<file path="config.mk">
export PLATFORM = sky130hd
export DESIGN_NAME = d_cache_fill_fsm
export DESIGN_NICKNAME = d
export VERILOG_FILES = /design/src/rtl/d_cache_fill_fsm.sv
export SDC_FILE = /design/constraint.sdc
export NUM_CORES = 1
export LEC_CHECK = 0
export ABC_CLOCK_PERIOD_IN_PS = 3710
export CAP_MARGIN = 20
export CORE_ASPECT_RATIO = 1.4
export CORE_MARGIN = 5
export CORE_UTILIZATION = 34
export DETAILED_ROUTE_END_ITERATION = 10
export GPL_ROUTABILITY_DRIVEN = 0
export HOLD_SLACK_MARGIN = 0.15
export PLACE_DENSITY = 0.86
export SLEW_MARGIN = 20
export SYNTH_ARGS = -nofsm -noshare
export SYNTH_HDL_FRONTEND = slang
export SYNTH_SLANG_ARGS = --single-unit
</file>
<file path="constraint.sdc">
create_clock -name clk -period 3.71 [get_ports clk]
set_clock_uncertainty 0.05 [all_clocks]
set_input_delay 0.742 -clock clk [delete_from_list [all_inputs] [get_ports clk]]
set_output_delay 0.742 -clock clk [all_outputs]
set_load 0.02 [all_outputs]
</file>
<file path="src/rtl/d_cache_fill_fsm.sv">
// Data-cache miss handler: fetches an 8-word block from pipelined memory and writes it into the victim way.
// Optional D_CACHE_MISS_COUNT_EN adds a saturating miss_count output.
module d_cache_fill_fsm #(
    parameter int MEM_LATENCY     = 4,
    parameter int WORDS_PER_BLOCK = 8
) (
    input  logic        clk,
    input  logic        rst,
    input  logic        miss_detected,
    input  logic [15:0] miss_address,
    input  logic        victim_way,
    input  logic        mem_data_valid,
    input  logic [15:0] mem_data,
    output logic        fsm_busy,
    output logic        mem_en,
    output logic [15:0] mem_address,
    output logic        write_en_0,
    output logic        write_en_1,
    output logic        write_tag,
    output logic [7:0]  tag_out,
    output logic [63:0] block_en,
    output logic [7:0]  word,
    output logic [15:0] data_out
`ifdef D_CACHE_MISS_COUNT_EN
    ,
    output logic [15:0] miss_count
`endif
);

    typedef enum logic {IDLE, FILL} state_t;

    state_t      state, state_nxt;
    logic [3:0]  issue_cnt, issue_cnt_nxt;
    logic [2:0]  recv_cnt, recv_cnt_nxt;
    logic [11:0] blk_q;
    logic        way_q;
    logic        start_fill;

    // The byte offset within the block never matters: fills are always whole blocks.
    logic unused_offset;
    assign unused_offset = ^miss_address[3:0];

    assign start_fill = (state == IDLE) && miss_detected;

    always_ff @(posedge clk or posedge rst) begin
        if (rst) begin
            state     <= IDLE;
            issue_cnt <= '0;
            recv_cnt  <= '0;
        end else begin
            state     <= state_nxt;
            issue_cnt <= issue_cnt_nxt;
            recv_cnt  <= recv_cnt_nxt;
        end
    end

    always_ff @(posedge clk) begin
        if (start_fill) begin
            blk_q <= miss_address[15:4];
            way_q <= victim_way;
        end
    end

    always_comb begin
        state_nxt     = state;
        issue_cnt_nxt = issue_cnt;
        recv_cnt_nxt  = recv_cnt;
        fsm_busy      = 1'b0;
        mem_en        = 1'b0;
        mem_address   = '0;
        write_en_0    = 1'b0;
        write_en_1    = 1'b0;
        write_tag     = 1'b0;
        tag_out       = '0;
        block_en      = '0;
        word          = '0;
        data_out      = '0;
        case (state)
            IDLE: begin
                if (miss_detected) begin
                    state_nxt     = FILL;
                    issue_cnt_nxt = '0;
                    recv_cnt_nxt  = '0;
                end
            end
            FILL: begin
                fsm_busy = 1'b1;
                if (issue_cnt < 4'(WORDS_PER_BLOCK)) begin
                    mem_en        = 1'b1;
                    mem_address   = {blk_q, issue_cnt[2:0], 1'b0};
                    issue_cnt_nxt = issue_cnt + 4'd1;
                end
                // Writes are combinational so each word lands on the same edge it arrives.
                if (mem_data_valid) begin
                    data_out     = mem_data;
                    word         = 8'b1 << recv_cnt;
                    block_en     = 64'b1 << blk_q[5:0];
                    write_en_0   = ~way_q;
                    write_en_1   = way_q;
                    recv_cnt_nxt = recv_cnt + 3'd1;
                    if (recv_cnt == 3'(WORDS_PER_BLOCK - 1)) begin
                        write_tag     = 1'b1;
                        tag_out       = {1'b1, 1'b0, blk_q[11:6]};
                        state_nxt     = IDLE;
                        issue_cnt_nxt = '0;
                        recv_cnt_nxt  = '0;
                    end
                end
            end
            default: state_nxt = IDLE;
        endcase
    end

`ifdef D_CACHE_MISS_COUNT_EN
    logic [15:0] miss_count_q;

    always_ff @(posedge clk or posedge rst) begin
        if (rst) begin
            miss_count_q <= '0;
        end else if (start_fill && (miss_count_q != 16'hFFFF)) begin
            miss_count_q <= miss_count_q + 16'd1;
        end
    end

    assign miss_count = miss_count_q;
`endif

`ifndef SYNTHESIS
    // Every word received during a fill must answer a read issued MEM_LATENCY cycles earlier.
    ap_valid_has_read: assert property (@(posedge clk) disable iff (rst)
        (state == FILL && mem_data_valid) |-> ({1'b0, recv_cnt} < issue_cnt));
    ap_valid_latency: assert property (@(posedge clk) disable iff (rst)
        (state == FILL && mem_data_valid) |-> $past(mem_en, MEM_LATENCY));
`endif

endmodule

</file>
==> results by group <==
Status
  • Status: finished, final reports clean

Power and ir drop
  • Max VDD drop: ~0.5 mV
  • Net switching power figure: approximately 0.5 mW
  • Switching Share: 0.407
  • Clk pwr share: 0.122
  • Pwr Total: between 1 and 1.5 mW
  • LEAKAGE: 1.23 nW
  • Power Density: 377 nW/um2
  • Internal: between 0.7 and 0.8 mW
  • Flop pwr share: 0.300
  • Gate power share: 0.579

Critical path
  • Worst-path fanout max: 16
  • Crit path DAT: 2.80 ns
  • CP required: ~3 ns
  • Worst setup EP type: output port
  • Class of the most critical setup path: input pin to output port
  • Reg2reg start: state
  • Worst R2R Path Depth: 3
  • CP Launch Type: input pin
  • Flop2flop setup slack: 1.86 ns
  • Worst r2r dst: recv_cnt[0]

Timing
  • Final Slew Violations: 0
  • Setup Viol. Count Final: 0
  • Crit path setup slack, layout: about 0.12 ns
  • Hold Vio Cnt, Final: 0
  • RSZ-0062 raised after global routing: no
  • Setup TNS: 0 ns
  • Normalized max-slew margin: 0.586
  • Tmin final: around 3.6 ns
  • Fin crit share: 0.968
  • Max Fclk: about 0.28 GHz
  • Worst-Margin Slew: between 0.6 and 0.7 ns

Logic synthesis
  • Synth Area per Inst: ~8.2 um2
  • Synth async-reset ratio: 0.381
  • Largest family of logic cells by synthesized area: simple AND/OR/NAND/NOR gates
  • Post-synth cell types: 32
  • Commonest register cell after synthesis: edfxtp_1
  • Ys Warns: 0
  • Post-synthesis xor/xnor area fraction: 0
  • Synth Area in Compound Gates: 0.0469
  • Mapped Area: 1730 um2
  • Mux share of post-synthesis cell area: 0
  • Yosys reg bits: 21
  • Post-synthesis sequential area ratio: 0.341
  • Syn Inst Count: about 210
  • Synth Area in Adders: 0.0577
  • Simple-Gate Fraction of Synth Area: 0.474
  • Post-synth EDFFs: 13

Placement
  • DP HPWL: between 4 and 5 mm
  • Worst slack, placed: 0.154 ns
  • PortBufs: ~150
  • Placed cell area: 3200 um2

Clocking
  • CTS tree: built
  • Hold-fix buffers, CTS: 0
  • Post-CTS sizing: 0
  • Max H-tree Level: 1
  • Root cell of the clock tree: clkbuf_8
  • Max Buffers Root-to-Sink: 2
  • CTS clk-pin slew, worst paths: approximately 0.08 ns
  • Post-CTS setup buffer count: 0
  • CTS buffer count: 3
  • Skew-Pair Late Insertion Delay: 0.26 ns
  • CTS sink count: 21

Worst hold path
  • Hold EP: issue_cnt[2]
  • Min-Delay Path Depth: 1
  • HP Start: issue_cnt[2]
  • Hold Path Class: flip-flop to flip-flop

Layout
  • Most frequent cells in the layout: clkdlybuf4s50_1 (147), nor2_1 (61), and3_1 (26), and2_1 (21), edfxtp_1 (13)
  • Fill count: roughly 430
  • Ant diodes: 0
  • Post-Layout Inst Area: 3240 um2
  • Layout area overhead: 87.1%
  • Share of cells above drive strength 1: 0.0655
  • Final nets: just under 400
  • Commonest non-fill, non-tap cell in the layout: clkdlybuf4s50_1

Die
  • Die Y: between 90 and 100 um
  • Rows: 30
  • Initial Utilization: 0.353
  • # IOs: 154
  • Die Width: 70.4 um
  • DIE AREA: around 6600 um2
  • Core ar.: 4920 um2

Global routing
  • Largest net degree at the start of global routing: 29
  • Grt total ovfl: 0
  • GRT Util Overall: 0.165
  • Initial antenna violation count: 0
  • First-pass GRT wire length: slightly above 9 mm
  • Number of global-route vias before repair: around 1900

Drt
  • Number of remaining DRC errors: 0
  • DRT iter0 DRCs: between 90 and 100
  • WL per Instance: between 10 and 15 um
  • Vias/cell: between 4 and 5
  • Via count: about 2000
  • ANT nets after route: 0
  • Final WL: between 6 and 7 mm
  • Pre-antenna DRT Iters: 5

Flow run
  • Max-Cap Viols: 0
worst max-delay path by stage:
stage	start	to	slack (ns)	cells after the start
2_1_floorplan	mem_data_valid	tag_out[0]	1.17	4
3_3_place_gp	mem_data_valid	block_en[63]	0.20	5
3_5_place_dp	mem_data_valid	block_en[57]	0.15	5
4_1_cts	mem_data_valid	block_en[57]	0.16	5
5_1_grt	mem_data_valid	block_en[41]	0.04	5
6_report	mem_data_valid	block_en[57]	0.12	5
Yosys cell counts, types with 2 or more instances:
| cell type | count | area [um2] |
|---|---|---|
| ha_1 | 8 | 100 |
| a31oi_1 | 2 | 12.5 |
| inv_1 | 6 | 22.5 |
| buf_2 | 3 | 15.0 |
| nor2_4 | 10 | 113 |
| buf_4 | 5 | 37.5 |
| dfrtp_1 | 8 | 200 |
| clkbuf_1 | 5 | 18.8 |
| o21ai_0 | 2 | 10.0 |
| nand2_1 | 10 | 37.5 |
| nand3_1 | 6 | 30.0 |
| edfxtp_1 | 13 | 390 |
| nor2b_1 | 5 | 31.3 |
| and3_1 | 26 | 163 |
| and2_1 | 21 | 131 |
| a22o_1 | 4 | 35.0 |
| buf_6 | 2 | 22.5 |
| nor2_1 | 61 | 229 |
| nand4_1 | 2 | 12.5 |
cell type report:
type                    instances  area, um2  area share
flip-flops and latches         21        591       0.182
clock inverters                 1       5.00     0.00154
clock buffers                   3       41.3      0.0127
inverters                       6       22.5     0.00694
multi-input cells             170       1010       0.312
repair buffers                150       1490       0.460
well taps                      64       80.1      0.0247
through the flow:
step,util,hold WS (ns),instances
detailed placement,0.650,0.453,411
finish,0.660,0.477,415
global placement,0.650,0.462,411
CTS,0.660,0.467,415
floorplan,-,0.414,213
global route,0.660,0.505,415
routing by layer:
| layer | vias up | part of all wire | track usage |
|---|---|---|---|
| li1 | 966 | - | - |
| met1 | 911 | 0.37 | 0.170 |
| met2 | 91 | 0.54 | 0.335 |
| met3 | 6 | 0.081 | 0.0373 |
| met4 | 0 | 0.0086 | 0.0288 |
| met5 | - | 0 | 0 |
logic make-up after synthesis:
family | Yosys count
buffers and inverters | 22
AO/OA/AOI/OAI | 11
flip-flops | 21
AND/OR/NAND/NOR | 149
adder cells (fa/ha/maj) | 8
other | 1
power by group through the flow:
| stage | Combinational (mW) | Clock (mW) | Sequential, mW |
|---|---|---|---|
| 2_1_floorplan | 0.416 | 0 | 0.349 |
| 3_3_place_gp | 0.700 | 0 | 0.367 |
| 3_5_place_dp | 0.714 | 0 | 0.369 |
| 4_1_cts | 0.718 | 0.150 | 0.365 |
| 5_1_grt | 0.769 | 0.159 | 0.377 |
| 6_report | 0.708 | 0.149 | 0.367 |
registers in the layout, summed over array words and instances (netlist names):
name       cells
way_q          1
state          1
issue_cnt      4
blk_q         12
recv_cnt       3
critical path: stages:
cell	delay, ns
clkdlybuf4s50_1	0.53
and2_2	0.31
nand3_2	0.34
nor2_1	0.24
clkdlybuf4s50_1	0.63
No activity file was read; power rests on OpenSTA's default activity.
